[config.mk]
export PLATFORM = sky130hd
export DESIGN_NAME = mitchell_log_mult_pipe
export DESIGN_NICKNAME = d
export VERILOG_FILES = /design/src/rtl/mitchell_pkg.sv /design/src/rtl/mitchell_antilog_shift.sv /design/src/rtl/mitchell_log_mult_pipe.sv
export SDC_FILE = /design/constraint.sdc
export NUM_CORES = 1
export LEC_CHECK = 0
export ABC_AREA = 1
export BUFFER_PORTS_ARGS = -buffer_cell sky130_fd_sc_hd__buf_2
export CORE_MARGIN = 4
export CORE_UTILIZATION = 40
export DETAILED_ROUTE_END_ITERATION = 10
export PLACE_DENSITY = 0.61
export SYNTH_ARGS = -nofsm -noshare
export SYNTH_HDL_FRONTEND = slang
export SYNTH_SLANG_ARGS = --single-unit
[constraint.sdc]
create_clock -name clk -period 3.6 [get_ports clk]
set_clock_uncertainty 0.05 [all_clocks]
set_input_delay 0.18 -clock clk [delete_from_list [all_inputs] [get_ports clk]]
set_output_delay 0.18 -clock clk [all_outputs]
set_load 0.02 [all_outputs]
[src/rtl/mitchell_pkg.sv]
// Shared widths and the reference antilog for the Mitchell log-domain
// multiplier back end.
//   MITCHELL_W      operand width (A_BW of the upstream pre-approx stages)
//   MITCHELL_KW     width of a leading-one position k
//   MITCHELL_TAG_W  sideband tag width
//   K_SUM_W / E_W   width of k_a+k_b and of the final exponent (max 2W-1)
//   M_W             width of the mantissa {1, s[W-1:0]}
//   P_W / PROD_W    shifter working width and product width
package mitchell_pkg;

    localparam int MITCHELL_W     = 8;
    localparam int MITCHELL_KW    = $clog2(MITCHELL_W);
    localparam int MITCHELL_TAG_W = 4;

    localparam int K_SUM_W = MITCHELL_KW + 1;
    localparam int E_W     = MITCHELL_KW + 1;
    localparam int M_W     = MITCHELL_W + 1;
    localparam int P_W     = 3 * MITCHELL_W;
    localparam int PROD_W  = 2 * MITCHELL_W;

    // Antilog of a Q1.W mantissa scaled by 2^e, floored to an integer.
    function automatic logic [PROD_W-1:0] antilog(input logic [M_W-1:0] m,
                                                  input logic [E_W-1:0] e);
        return PROD_W'((P_W'(m) << e) >> MITCHELL_W);
    endfunction

endpackage

[src/rtl/mitchell_antilog_shift.sv]
// Combinational Mitchell antilog: shifts the Q1.W mantissa left by the
// exponent inside a 3W-bit window and keeps the integer part (floor).
// Written without pipeline state so a divider back end can reuse it.
//   m       in  W+1   mantissa {1, fraction}
//   e       in  EW    exponent, at most 2W-1
//   zero    in  1     force the result to 0 (an operand was zero)
//   product out 2W    floor(m * 2^e / 2^W), or 0 when zero=1
module mitchell_antilog_shift #(
    parameter int W  = 8,
    parameter int EW = 4
) (
    input  logic [W:0]     m,
    input  logic [EW-1:0]  e,
    input  logic           zero,
    output logic [2*W-1:0] product
);

    localparam int P_W = 3 * W;

    logic [2*W-1:0] p_int;

    // m < 2^(W+1) and e <= 2W-1, so m<<e always fits in 3W bits; dropping
    // the low W bits after the shift is the truncating fixed-point floor.
    assign p_int   = (2*W)'((P_W'(m) << e) >> W);
    assign product = zero ? '0 : p_int;

endmodule

[src/rtl/mitchell_log_mult_pipe.sv]
// Log-domain back end of the Mitchell approximate multiplier.
// Three registered stages:
//   S1  k_sum = k_a+k_b, s = x_a+x_b, z = zero_a|zero_b, tag
//   S2  e = k_sum + s[W], m = {1, s[W-1:0]}, z, tag
//   S3  product = z ? 0 : floor(m * 2^e / 2^W), tag
// Ports:
//   clk, rst_n            rising-edge clock, asynchronous active-low reset
//   in_valid/in_ready     operand pair handshake
//   k_a,k_b  (KW)         leading-one positions
//   x_a,x_b  (W)          fractions, implicit leading 1 dropped
//   zero_a,zero_b         operand is zero
//   in_tag   (TAG_W)      sideband, returned on out_tag
//   out_valid/out_ready   product handshake
//   product  (2W)         approximate A*B
//   out_tag  (TAG_W)      tag of the same transaction
//
// Handshake: a transfer happens on a rising edge where valid and ready are
// both high. The producer holds valid and payload until the transfer; ready
// may depend combinationally on the downstream ready. Here stage n loads
// when it is empty or when stage n+1 loads in the same cycle, so bubbles
// collapse and a full pipe still moves one item per cycle while out_ready=1.
module mitchell_log_mult_pipe
    import mitchell_pkg::*;
#(
    parameter int W     = MITCHELL_W,
    parameter int KW    = $clog2(W),
    parameter int TAG_W = MITCHELL_TAG_W
) (
    input  logic             clk,
    input  logic             rst_n,
    input  logic             in_valid,
    output logic             in_ready,
    input  logic [KW-1:0]    k_a,
    input  logic [KW-1:0]    k_b,
    input  logic [W-1:0]     x_a,
    input  logic [W-1:0]     x_b,
    input  logic             zero_a,
    input  logic             zero_b,
    input  logic [TAG_W-1:0] in_tag,
    output logic             out_valid,
    input  logic             out_ready,
    output logic [2*W-1:0]   product,
    output logic [TAG_W-1:0] out_tag
);

    localparam int KS_W = KW + 1;

    logic v1, v2, v3;
    logic load1, load2, load3;

    // S1 registers
    logic [KS_W-1:0]  k_sum1;
    logic [W:0]       s1;
    logic             z1;
    logic [TAG_W-1:0] tag1;

    // S2 registers
    logic [KS_W-1:0]  e2;
    logic [W:0]       m2;
    logic             z2;
    logic [TAG_W-1:0] tag2;

    // S3 registers
    logic [2*W-1:0]   prod3;
    logic [TAG_W-1:0] tag3;

    logic [2*W-1:0]   prod_next;

    // Ready chain, output side first.
    assign load3    = ~v3 | out_ready;
    assign load2    = ~v2 | load3;
    assign load1    = ~v1 | load2;
    assign in_ready = load1;

    // Stage 1: log-domain addition.
    always_ff @(posedge clk or negedge rst_n) begin
        if (!rst_n) begin
            v1     <= 1'b0;
            k_sum1 <= '0;
            s1     <= '0;
            z1     <= 1'b0;
            tag1   <= '0;
        end else if (load1) begin
            v1 <= in_valid;
            if (in_valid) begin
                k_sum1 <= {1'b0, k_a} + {1'b0, k_b};
                s1     <= {1'b0, x_a} + {1'b0, x_b};
                z1     <= zero_a | zero_b;
                tag1   <= in_tag;
            end
        end
    end

    // Stage 2: fold the fraction carry into the exponent. With carry the
    // value is 2^(k+1)*s (s already carries the 1); without it, 2^k*(1+s).
    // Both reduce to {1, s[W-1:0]} << (k_sum + carry).
    always_ff @(posedge clk or negedge rst_n) begin
        if (!rst_n) begin
            v2   <= 1'b0;
            e2   <= '0;
            m2   <= '0;
            z2   <= 1'b0;
            tag2 <= '0;
        end else if (load2) begin
            v2 <= v1;
            if (v1) begin
                e2   <= k_sum1 + KS_W'(s1[W]);
                m2   <= {1'b1, s1[W-1:0]};
                z2   <= z1;
                tag2 <= tag1;
            end
        end
    end

    mitchell_antilog_shift #(
        .W  (W),
        .EW (KS_W)
    ) u_shift (
        .m       (m2),
        .e       (e2),
        .zero    (z2),
        .product (prod_next)
    );

    // Stage 3: registered antilog result; holds while stalled.
    always_ff @(posedge clk or negedge rst_n) begin
        if (!rst_n) begin
            v3    <= 1'b0;
            prod3 <= '0;
            tag3  <= '0;
        end else if (load3) begin
            v3 <= v2;
            if (v2) begin
                prod3 <= prod_next;
                tag3  <= tag2;
            end
        end
    end

    assign out_valid = v3;
    assign product   = prod3;
    assign out_tag   = tag3;

endmodule
Word-level counts from Yosys, hierarchy flattened

Cells that the tools add are included.

Word-level logic and storage cells: 28
Output and inout bits: 22
Input bits: 32
Register bits: 59

Shift operators: 1
$add $sub $neg: 3
Mux-type cells: 1
Bitwise gates (word level): 7
Reductions and logical operators: 3

Operators by type and width:

| kind                       | count |
|---|---|
| left shift 9 x 4 -> 24 bit | 1 |
| 2-to-1 mux 16 bit          | 1 |
| adder 8 x 8 -> 9 bit       | 1 |
| AND reduction 2 bit        | 3 |
| adder 3 x 3 -> 4 bit       | 1 |
| adder 4 x 1 -> 4 bit       | 1 |
| OR 1 bit                   | 4 |
| inverter 1 bit             | 3 |

Depth between registers and ports, before layout

Gate-level depths: netlist of run 1.

Word-level depth: 5
Gate-level depth with buffers: 10
Depth with buffers taken out: 10

By module

A second synthesis of run 1 with hierarchy kept.

Cells, all modules: 371
Area total of the unflattened synthesis: 3330.7 sq um

By module, submodules not included:

| module                 | cells an instance | seq. area each (sq um) | instances | area each (sq um) |
|---|---|---|---|---|
| mitchell_log_mult_pipe | 260               | 1476.4                 | 1         | 2813.9 |
| mitchell_antilog_shift | 111               | 0.0                    | 1         | 516.7 |

Worst setup path before layout of run 1

No wires, ideal clock.

Path type: reg2reg
From: reg v3 (netlist: out_valid)
To: reg s1[5]
Arrival: 1203 ps
Buffers on the path: 1
Required time: 3433 ps
Period minus slack after synthesis: 1370 ps
Setup slack: 2230 ps
Library setup time: 117 ps
Stages on the path, launching flop included: 9
Path through: dfrtp_1 -> nand2_2 -> nor2_2 -> nand2_2 -> nand2_4 -> inv_2 -> buf_6 -> nand3_1 -> nand2_1

Word-level cells in the longest chain between the ends: 5

RTL lines:

| what                          | line                          | source |
|---|---|---|
| start, declared               | mitchell_log_mult_pipe.sv:48  | `logic v1, v2, v3;` |
| start signal, assigned        | mitchell_log_mult_pipe.sv:132 | `v3 <= v2;` |
| inverter 1 bit                | mitchell_log_mult_pipe.sv:70  | `assign load3 = ~v3 \| out_ready;` |
| OR 1 bit                      | mitchell_log_mult_pipe.sv:70  |  |
| OR 1 bit                      | mitchell_log_mult_pipe.sv:71  | `assign load2 = ~v2 \| load3;` |
| OR 1 bit                      | mitchell_log_mult_pipe.sv:72  | `assign load1 = ~v1 \| load2;` |
| net in_ready                  | mitchell_log_mult_pipe.sv:32  | `output logic in_ready,` |
| AND reduction 2 bit (no line) | --                            |  |
| end signal, assigned          | mitchell_log_mult_pipe.sv:87  | `s1 <= {1'b0, x_a} + {1'b0, x_b};` |
| end, declared                 | mitchell_log_mult_pipe.sv:53  | `logic [W:0] s1;` |

The timed path passes the listed nets, and every way through them passes these cells.
A chain may end at the register's enable or synchronous reset.

Worst setup path in the final report of run 1

From: reg v3 (netlist: out_valid)
To: reg s1[3]

Word-level cells in the longest chain between the ends: 5

RTL lines:

| what                          | line |
|---|---|
| inverter 1 bit                | mitchell_log_mult_pipe.sv:70 |
| OR 1 bit                      | mitchell_log_mult_pipe.sv:70 |
| OR 1 bit                      | mitchell_log_mult_pipe.sv:71 |
| OR 1 bit                      | mitchell_log_mult_pipe.sv:72 |
| AND reduction 2 bit (no line) | -- |

No other way between the ends.

==> Flow_metrics.wiki, run 1 <==
{| class="wikitable"
! Metric !! Value
|-
| Launching element of the worst setup path || out_valid
|-
| Global route overflow || 0
|-
| Total count of max-transition violations in the final report || 0
|-
| Buffer levels on the longest clock path || 2
|-
| Relative slew slack || 0.525
|-
| Power dissipated by switching net loads || 1.08 mW
|-
| Highest net fanout along the worst path || 23
|-
| Fraction of layout instances using a drive strength above 1 || 0.203
|-
| Setup_tns || 0 ns
|-
| Element type at the critical path start || register
|-
| Number of antenna violations at the first check in global routing || 0
|-
| Critical path endpoint category || register
|-
| Worst-Margin Slew || 0.712 ns
|-
| CTS root buf || clkbuf_8
|-
| Die height || 96.6 um
|-
| Finish-stage setup viols || 0
|-
| R2R Path Start || out_valid
|-
| Post-synthesis instance area || 3140 um2
|-
| Share of total power in the clock network || 0.207
|-
| Net count of the mapped netlist || 433
|-
| Register bit count reported by yosys || 59
|-
| Chain of cells forming the critical path || nand2_2 -> nor2_2 -> nand2_2 -> nand2_4 -> inv_2 -> o21ai_0 -> o22ai_2
|-
| Number of nets with antenna violations after detailed routing || 0
|-
| Placed wire-length estimate || 4.48 mm
|-
| Sw frac || 0.415
|-
| Maximum frequency from static timing analysis || 636 MHz
|-
| Worst-skew pair later-pin latency || 0.34 ns
|-
| P per Cell Area || 704 nW/um2
|-
| DR WL/cell || 11.1 um
|-
| Worst-path clk slew || 0.06 ns
|-
| Number of buffer cells added on primary ports || 53
|-
| Static leakage || 2.00 nW
|-
| Sequential share of the synthesized area || 0.470
|-
| Instance count of the mapped netlist || 386
|-
| DRC marker count from the first detailed-route iteration || 121
|-
| Internal power || 1.52 mW
|-
| Minimum clock period || 1.57 ns
|-
| Number of cells on the worst reg-to-reg path || 7
|-
| Critical Path Max Stage Delay || 0.38 ns
|-
| Fin util || 0.480
|-
| WP data required || 3.81 ns
|-
| Part of the total power dissipated in combinational logic || 0.394
|-
| First-pass GRT wire length || 11.4 mm
|-
| Fin crit share || 0.437
|-
| Final weighted congestion of routability-driven global placement || 0.849
|-
| Peak ir drop on the vdd network || 0.000183 V
|-
| Width of the chip || 96.6 um
|-
| Detailed-router iteration count before antenna repair || 4
|-
| Final WL || 6.14 mm
|-
| Post-layout worst setup margin || 2.03 ns
|-
| Placeable core region || 7690 um2
|-
| Fill cell count || 817
|-
| Unrepaired setup endpoints after global routing || false
|-
| Area enclosed by the die boundary || 9340 um2
|-
| Total I/O pin count || 54
|-
| Run status || complete, no violations
|-
| Antenna diode instance count || 0
|-
| Starting density of the core || 0.409
|-
| Worst slack on hold paths || 0.0186 ns
|-
| Final hold viol count || 0
|-
| Cell with the largest stage delay on the worst path || dfrtp_1
|-
| Worst setup slack after placement || 2.01 ns
|-
| P&R area growth vs syn || 17.6%
|-
| Average vias per placed instance || 4.66
|-
| Sequential group share of total power || 0.399
|-
| Crit path DAT || 1.78 ns
|-
| # Max-Cap Violations || 0
|-
| Setup CP Type || reg -> reg
|-
| Vias after detailed routing || 2567
|-
| WHS Path Cells || 3
|-
| Synth Area per Inst || 8.14 um2
|-
| Hold Crit Start || zero_b
|-
| Floorplan row count || 32
|-
| Most prevalent standard cell on the critical path || nand2_2
|-
| Post-layout nets || 492
|-
| Maximum number of pins on one net before global-route repair || 60
|-
| DR DRC count || 0
|-
| Depth of the CTS H-tree || 3
|-
| Class of the worst hold path || in -> reg
|-
| CTS tree || yes
|-
| Sinks on Clock Net || 59
|-
| Overall Global Routing Usage || 0.146
|-
| Total CTS buffers || 9
|-
| Syn. warnings || 0
|-
| Number of global-route vias before repair || 2573
|-
| Count of unique library cells instantiated by Yosys || 32
|}
area by class of cell:
class,instances,area (um2),share of cell area
inverters,30,113,0.0305
flip-flops and latches,59,1480,0.400
multi-input cells,285,1470,0.397
clock inverters,2,10.0,0.00271
repair buffers,60,333,0.0901
well taps,102,128,0.0346
clock buffers,13,169,0.0457
stage by stage:
step / total power [mW] / cell area (um2) / instances
after global placement: 2.06 / 3450 / 530
after detailed placement: 2.07 / 3450 / 530
final: 2.60 / 3690 / 551
after CTS: 2.63 / 3690 / 551
after floorplan: 1.83 / 3140 / 386
after global routing: 2.84 / 3690 / 551
sequential cells by signal, summed over array words and instances (netlist names), 4 cells and up:
register,cells
s1,9
e2,4
product,16
tag2,4
tag1,4
m2,9
out_tag,4
k_sum1,4
metal layers:
layer | vias to the layer above | global-route usage | share of wire
li1 | 1359 | - | -
met1 | 1146 | 0.187 | 0.48
met2 | 50 | 0.228 | 0.45
met3 | 12 | 0.0324 | 0.043
met4 | 0 | 0.0821 | 0.028
met5 | - | 0 | 0
synthesized netlist by cell type:
cell	instances	share of area
nor2_4	2	0.0072
nor3_1	1	0.0016
fa_1	2	0.013
nand4_1	2	0.0040
nor2_2	1	0.0020
xor2_1	3	0.0084
nand3b_1	2	0.0048
a21boi_1	1	0.0024
clkbuf_1	1	0.0012
a21o_1	1	0.0024
o211ai_1	1	0.0024
a21oi_1	8	0.013
a31oi_2	1	0.0040
buf_4	4	0.0096
inv_1	25	0.030
buf_6	3	0.011
nor2_1	11	0.013
nand2_2	4	0.0080
dfrtp_1	59	0.47
buf_2	4	0.0064
xnor2_1	2	0.0056
o21ai_2	8	0.022
o22ai_2	1	0.0040
a22o_1	3	0.0084
o31ai_1	1	0.0024
nand3_1	41	0.065
nand2_1	155	0.19
o21ai_0	19	0.030
inv_2	5	0.0060
ha_1	13	0.052
or2_1	1	0.0020
nand2_4	1	0.0036
logic make-up (layout without fill, tap and decap cells):
logic type / count (synthesis) / in the layout / synth area share
and+or+nand+nor: 221 / 221 / 0.297
DFF: 59 / 59 / 0.470
AOI/OAI and AO/OA: 44 / 44 / 0.0912
buffers and inverters: 42 / 105 / 0.0637
adders and majority gates: 15 / 15 / 0.0645
xor gates and xnor gates: 5 / 5 / 0.0139
placed cells by master, fill, tap and decap left out, types with 3 or more instances in the layout:
master / netlist / final
nor2_1: 11 / 11
inv_1: 25 / 25
nand2_1: 155 / 155
o21ai_0: 19 / 19
dlygate4sd3_1: 0 / 6
nand3_1: 41 / 41
a21oi_1: 8 / 8
a22o_1: 3 / 3
buf_2: 4 / 53
xor2_1: 3 / 3
inv_2: 5 / 5
dfrtp_1: 59 / 59
ha_1: 13 / 13
o21ai_2: 8 / 8
clkbuf_8: 0 / 12
nand2_2: 4 / 4
path summary, 6_finish.rpt:
kind | to | slack, ns
max | s1[3] | 2.03
min | z1 | 0.02
max reg2reg | s1[3] | 2.03
min reg2reg | m2[6] | 0.42
max in group asynchronous | s1[4] | 2.56
min in group asynchronous | out_valid | 0.46
critical path, delay by kind of cell (launching register included):
kind / cells / cell delay (ns)
DFF: 1 / 0.38
buffers and inverters: 1 / 0.36
and+or+nand+nor: 4 / 0.38
AOI/OAI and AO/OA: 2 / 0.31
power by group through the flow:
stage / Clock [mW] / Sequential, mW / Combinational, mW
floorplan: 0 / 1.10 / 0.731
detailed placement: 0 / 1.05 / 1.02
finish: 0.539 / 1.04 / 1.03
CTS: 0.560 / 1.04 / 1.03
global route: 0.589 / 1.08 / 1.18
global placement: 0 / 1.05 / 1.02
what timing repair did:
item / in CTS / in global routing
setup buffers: 0 / 0
endpoints found under the setup margin: 0 / 0
hold buffers: 6 / 0
endpoints found under the hold margin: 64 / 0
resized for setup: 0 / 0
No activity file was read; power rests on OpenSTA's default activity.
==> run 2: changes to the inputs <==
- ABC_AREA: 1 -> 0
- PLACE_DENSITY: 0.61 -> 0.64
- clock period: 3.6 -> 1.4 ns (I/O delays scaled with it)
==> run 2 against run 1 <==
  * Flip-flop and latch count unchanged
  * Cell area up 19%
  * First-iteration DRC count down 9.9%
  * Core utilization up 11 points
  * Highest routed layer unchanged
  * Count of clock-buffer cells in the layout down 1
  * Cell count down 10%
  * Critical path type unchanged
  * The run now ends with setup timing left
==> Flow_metrics.wiki, run 2 <==
{| class="wikitable"
! Metric !! Value
|-
| Run status || finished, violations left
|-
| Violations in the final reports || setup timing
|-
| Die height || 95.9 um
|-
| DR WL/cell || 14.4 um
|-
| Syn. warnings || 0
|-
| Multi-input gate area || 1650 um2
|-
| Sum of met3 wire segment lengths after detailed routing || 379 um
|-
| Maximum number of pins on one net before global-route repair || 60
|-
| Class of the worst hold path || in -> reg
|-
| Register bit count reported by yosys || 59
|-
| Async set-or-reset flop fraction in the synthesized netlist || 1.00
|-
| WP data required || 1.57 ns
|-
| Net count of the mapped netlist || 325
|-
| Post-synthesis instance area || 3090 um2
|-
| Number of nets with antenna violations after detailed routing || 0
|-
| Static leakage || 2.15 nW
|-
| Finish-stage setup viols || 15
|-
| Biggest area contributors in the synthesized netlist || dfrtp_1, mux2_2, nand2_1
|-
| Buffer levels on the longest clock path || 2
|-
| Peak ir drop on the vdd network || 0.000470 V
|-
| Total power of the final layout || 6.99 mW
|-
| Worst setup slack after placement || -0.348 ns
|-
| WHS Path Cells || 4
|-
| Max reg flops || 16
|-
| Number of buffer cells added on primary ports || 53
|-
| Most common cell in the netlist || dfrtp_1
|-
| Dominant combinational cell family by area after synthesis || multiplexers
|-
| Synth Area per Inst || 11.1 um2
|-
| Critical path endpoint category || register
|-
| Average vias per placed instance || 5.02
|-
| Fraction of layout instances using a drive strength above 1 || 0.428
|-
| Biggest area consumer among synthesized cells || dfrtp_1
|-
| Post-layout worst setup margin || -0.260 ns
|-
| Element type at the critical path start || register
|-
| Number of antenna violations at the first check in global routing || 0
|-
| Cell with the largest stage delay on the worst path || mux4_2
|-
| Worst-path clk slew || 0.06 ns
|-
| Post-layout nets || 437
|-
| Metal-1 WL || 3.21 mm
|-
| CTS tree || yes
|-
| Relative slew slack || 0.794
|-
| Number of global-route vias before repair || 2372
|-
| Number of synthesized flops with an enable pin || 0
|-
| Flip-flop cell with the highest count after synthesis || dfrtp_1
|-
| Floorplan row count || 31
|-
| Sinks on Clock Net || 59
|-
| Setup CP Type || reg -> reg
|-
| XOR/XNOR share of the synthesized area || 0.0170
|-
| Minimum clock period || 1.66 ns
|-
| Starting density of the core || 0.419
|-
| Area enclosed by the die boundary || 9190 um2
|-
| Placed wire-length estimate || 4.90 mm
|-
| Final WL || 7.11 mm
|-
| Final hold viol count || 0
|-
| Detailed-router iteration count before antenna repair || 4
|-
| Total count of max-transition violations in the final report || 0
|-
| Width of the chip || 95.9 um
|-
| Most used cells in the layout excluding fill and tap cells || dfrtp_1, buf_2, nand2_1
|-
| Critical Path Max Stage Delay || 0.57 ns
|-
| Antenna diode instance count || 0
|-
| # Max-Cap Violations || 0
|-
| Total CTS buffers || 9
|-
| Top post-synthesis cells by count || dfrtp_1, nand2_1, o21ai_0
|-
| Worst-skew pair later-pin latency || 0.33 ns
|-
| CTS root buf || clkbuf_8
|-
| Placeable core region || 7370 um2
|-
| Count of unique library cells instantiated by Yosys || 50
|-
| Top Layer Used || met4
|-
| Post-synth top area share || 0.478
|-
| Worst-Margin Slew || 0.306 ns
|-
| Depth of the CTS H-tree || 3
|-
| Crit path DAT || 1.83 ns
|-
| Global route overflow || 0
|-
| Number of cells on the worst reg-to-reg path || 4
|-
| Post-synthesis share of cell area spent on full adders, half adders and majority gates || 0.0656
|-
| DRC marker count from the first detailed-route iteration || 109
|-
| Chain of cells forming the critical path || mux4_2 -> mux2i_4 -> nor4_2 -> a221o_1
|-
| Overall Global Routing Usage || 0.155
|-
| P per Cell Area || 1600 nW/um2
|-
| Highest net fanout along the worst path || 6
|-
| P&R area growth vs syn || 41.9%
|-
| Instance count of the mapped netlist || 278
|-
| Compound-cell area share of the yosys netlist || 0.130
|-
| Sequential share of the synthesized area || 0.478
|-
| Total I/O pin count || 54
|-
| DR DRC count || 0
|-
| Post-route cell area || 4380 um2
|-
| Vias after detailed routing || 2479
|-
| Fill cell count || 628
|-
| Met2 WL || 3.43 mm
|-
| Register Area || 1480 um2
|-
| Multiplexer share of the synthesized area || 0.149
|-
| Worst slack on hold paths || 0.0172 ns
|-
| Unrepaired setup endpoints after global routing || true
|-
| Final weighted congestion of routability-driven global placement || 0.886
|-
| First-pass GRT wire length || 11.1 mm
|-
| Maximum frequency from static timing analysis || 603 MHz
|-
| Fin crit share || 1.19
|-
| Most common cell after layout, fill and taps aside || dfrtp_1
|-
| Placed Instance Area || 3770 um2
|-
| Post-synthesis share of cell area spent on and, or, nand and nor gates || 0.129
|}
-- run 2: cell types whose count changed in the layout (fill, tap and decap cells not counted), moves of 7 or more --
| cell | change |
|---|---|
| mux2_4 | +13 |
| buf_4 | +40 |
| nand2_1 | -113 |
| nand3_1 | -38 |
| inv_1 | -19 |
| mux2_2 | +7 |
| o21ai_1 | +8 |
| mux2i_1 | +11 |
| o21ai_2 | -7 |
-- run 2: through the flow --
step / TNS [ns] / utilization / instances
floorplan: -0.738 / - / 278
finish: -1.99 / 0.595 / 494
global route: -3.69 / 0.595 / 494
global placement: -3.42 / 0.511 / 455
detailed placement: -4.12 / 0.511 / 455
CTS: -2.09 / 0.560 / 485
-- run 2: cell families after synthesis --
| logic type | after synthesis |
|---|---|
| simple gates | 78 |
| fa+ha+maj | 15 |
| mux | 38 |
| buf+inv | 21 |
| flops | 59 |
| xor+xnor | 6 |
| compound gates | 61 |
-- run 2: repair_timing --
action,CTS,global route
hold buffers,11,0
pin swaps,0,7
endpoints found under the setup margin,21,36
gates cloned,0,4
hold endpoints to repair,67,0
gates resized for setup,9,40
buffers inserted,3,5
-- run 2: cell type report --
class | instances | area share
clock buffers | 12 | 0.0377
clock inverters | 4 | 0.0109
inverters | 6 | 0.00514
multi-input cells | 198 | 0.377
flip-flops and latches | 59 | 0.338
well taps | 99 | 0.0283
repair buffers | 116 | 0.203
-- run 2: where the power goes --
| group | internal, mW | switching, mW |
|---|---|---|
| clock | 0.961 | 0.652 |
| combinational | 1.57 | 1.35 |
| sequential | 2.14 | 0.332 |
-- run 2: worst paths after layout --
kind                        start         end  slack, ns
max                         e2[0]  product[3]      -0.26
min                        x_b[0]       s1[0]       0.02
max reg2reg                 e2[0]  product[3]      -0.26
min reg2reg                    z1          z1       0.42
max in group asynchronous   rst_n       e2[1]       0.81
min in group asynchronous   rst_n       m2[5]       0.22
-- run 2: worst max-delay path: cells and delay by family, from the launching register on --
family / cells / cell delay [ns]
AOI/OAI and AO/OA: 1 / 0.25
and+or+nand+nor: 1 / 0.05
muxes: 2 / 0.75
DFF: 1 / 0.45
-- run 2: per-layer routing --
| layer | global-route usage | vias to the layer above |
|---|---|---|
| li1 | - | 1246 |
| met1 | 0.199 | 1166 |
| met2 | 0.251 | 59 |
| met3 | 0.0399 | 8 |
| met4 | 0.0616 | 0 |
| met5 | 0 | - |
==> run 3: changes to the inputs <==
- ABC_AREA: 0 -> 1
- PLACE_DENSITY: 0.64 -> 0.63
==> run 3 against run 2 <==
  * The flow now finishes without violations
  * Non-clock buffer count down 34
  * Die area up 1.6%
  * Flip-flop and latch count unchanged
  * Hold slack worse by 0.0051 ns
  * Largest cell class unchanged
  * Largest power group unchanged
==> Flow_metrics.wiki, run 3 (synthesized netlist as in run 1, its figures left out) <==
{| class="wikitable"
! Metric !! Value
|-
| Run status || complete, no violations
|-
| Final hold viol count || 0
|-
| Class of the worst hold path || in -> reg
|-
| Sinks on Clock Net || 59
|-
| Total count of max-transition violations in the final report || 0
|-
| DRC marker count from the first detailed-route iteration || 79
|-
| Number of global-route vias before repair || 2707
|-
| Total I/O pin count || 54
|-
| Vias after detailed routing || 2695
|-
| Area enclosed by the die boundary || 9340 um2
|-
| Worst-skew pair later-pin latency || 0.33 ns
|-
| Number of antenna violations at the first check in global routing || 0
|-
| Relative slew slack || 0.782
|-
| Part of the total power dissipated in combinational logic || 0.453
|-
| Number of buffer cells added on primary ports || 53
|-
| Number of nets with antenna violations after detailed routing || 0
|-
| RR Endpoint || product[2]
|-
| Static leakage || 2.14 nW
|-
| Peak ir drop on the vdd network || 0.000515 V
|-
| Total CTS buffers || 9
|-
| # Max-Cap Violations || 0
|-
| Average vias per placed instance || 4.70
|-
| Min-Delay Endpoint || k_sum1[0]
|-
| Worst-Margin Slew || 0.326 ns
|-
| First-pass GRT wire length || 11.5 mm
|-
| Number of cells on the worst reg-to-reg path || 9
|-
| Floorplan row count || 32
|-
| Reg2reg setup slack || 0.07 ns
|-
| Element type at the critical path start || primary input
|-
| Final weighted congestion of routability-driven global placement || 0.855
|-
| Overall Global Routing Usage || 0.147
|-
| Power dissipated by switching net loads || 2.98 mW
|-
| Post-layout nets || 514
|-
| Max reg flops || 16
|-
| Finish-stage setup viols || 0
|-
| Fin crit share || 0.961
|-
| Multi-input gate area || 1540 um2
|-
| Crit path DAT || 1.55 ns
|-
| Fin util || 0.519
|-
| Die height || 96.6 um
|-
| WHS Path Cells || 4
|-
| Detailed-router iteration count before antenna repair || 4
|-
| Maximum frequency from static timing analysis || 743 MHz
|-
| Most used cells in the layout excluding fill and tap cells || nand2_1, dfrtp_1, buf_2
|-
| Sw frac || 0.410
|-
| Fraction of layout instances using a drive strength above 1 || 0.280
|-
| Hold Crit Start || k_a[0]
|-
| Fill cell count || 788
|-
| DR WL/cell || 11.3 um
|-
| Depth of the CTS H-tree || 3
|-
| Placed wire-length estimate || 4.76 mm
|-
| Minimum clock period || 1.35 ns
|-
| Starting density of the core || 0.409
|-
| Antenna diode instance count || 0
|-
| CTS tree || yes
|-
| Share of total power in the clock network || 0.188
|-
| P per Cell Area || 1820 nW/um2
|-
| Buffer levels on the longest clock path || 2
|-
| Sequential group share of total power || 0.359
|-
| WP data required || 1.61 ns
|-
| Setup CP Type || in -> reg
|-
| R2R Path Start || e2[0]
|-
| Most common cell after layout, fill and taps aside || nand2_1
|-
| Setup_tns || 0 ns
|-
| Internal power || 4.29 mW
|-
| DR DRC count || 0
|-
| Final WL || 6.50 mm
|-
| P&R area growth vs syn || 27.0%
|-
| Placeable core region || 7690 um2
|-
| Highest net fanout along the worst path || 2
|-
| Worst-path clk slew || 0.06 ns
|-
| CTS root buf || clkbuf_8
|-
| Maximum number of pins on one net before global-route repair || 60
|-
| Critical path endpoint category || register
|-
| Width of the chip || 96.6 um
|-
| Register Area || 1480 um2
|-
| Global route overflow || 0
|}
-- run 3: how the worst max path moves through the flow --
stage / startpoint / to / slack, ns / cells after the start
CTS: k_b[0] / k_sum1[2] / 0.03 / 7
finish: k_b[0] / k_sum1[1] / 0.05 / 6
global placement: x_a[0] / s1[6] / -0.009 / 9
global route: e2[0] / product[5] / -0.02 / 8
floorplan: out_valid / s1[5] / 0.03 / 8
detailed placement: x_a[0] / s1[6] / -0.05 / 9
-- run 3: worst max-delay path: stages --
cell and delay, ns:
dlygate4sd3_1 0.54, buf_2 0.12, ha_1 0.18, inv_1 0.08, fa_2 0.42, o21ai_0 0.15
-- run 3: power by group through the flow --
stage	clock (mW)	combinational, mW	sequential (mW)
5_1_grt	1.50	3.72	2.68
3_3_place_gp	0	2.99	2.60
2_1_floorplan	0	1.88	2.82
4_1_cts	1.41	3.06	2.58
3_5_place_dp	0	3.03	2.61
6_report	1.37	3.30	2.61
-- run 3: what timing repair did --
item                                    in CTS  in global routing
endpoints found under the setup margin       0                 11
setup buffers                                0                  2
hold buffers                                 9                  0
resized for setup                            0                 31
endpoints found under the hold margin       66                  0
-- run 3: metrics by stage --
| stage | setup WS (ns) | hold WS (ns) | cells | total power, mW | cell area, um2 |
|---|---|---|---|---|---|
| finish | 0.0541 | 0.0121 | 573 | 7.27 | 3990 |
| global route | -0.0168 | 0.0420 | 573 | 7.90 | 3990 |
| CTS | 0.0308 | 0.000143 | 571 | 7.06 | 3890 |
| detailed placement | -0.0538 | 0.0449 | 547 | 5.64 | 3620 |
| global placement | -0.00859 | 0.0487 | 547 | 5.59 | 3620 |
| floorplan | 0.0295 | -0.276 | 386 | 4.70 | 3140 |
-- run 3: cell type report --
type,instances,area share
inverters,30,0.0288
repair buffers,82,0.139
clock buffers,13,0.0423
flip-flops and latches,59,0.370
clock inverters,2,0.00251
multi-input cells,285,0.385
well taps,102,0.0320
-- run 3: routing by layer --
| layer | vias up | routed length, um | global-route usage |
|---|---|---|---|
| met1 | 1217 | 2910 | 0.177 |
| met4 | 0 | 119 | 0.0518 |
| li1 | 1404 | - | - |
| met3 | 10 | 327 | 0.0454 |
| met2 | 64 | 3140 | 0.248 |
| met5 | - | 0 | 0 |
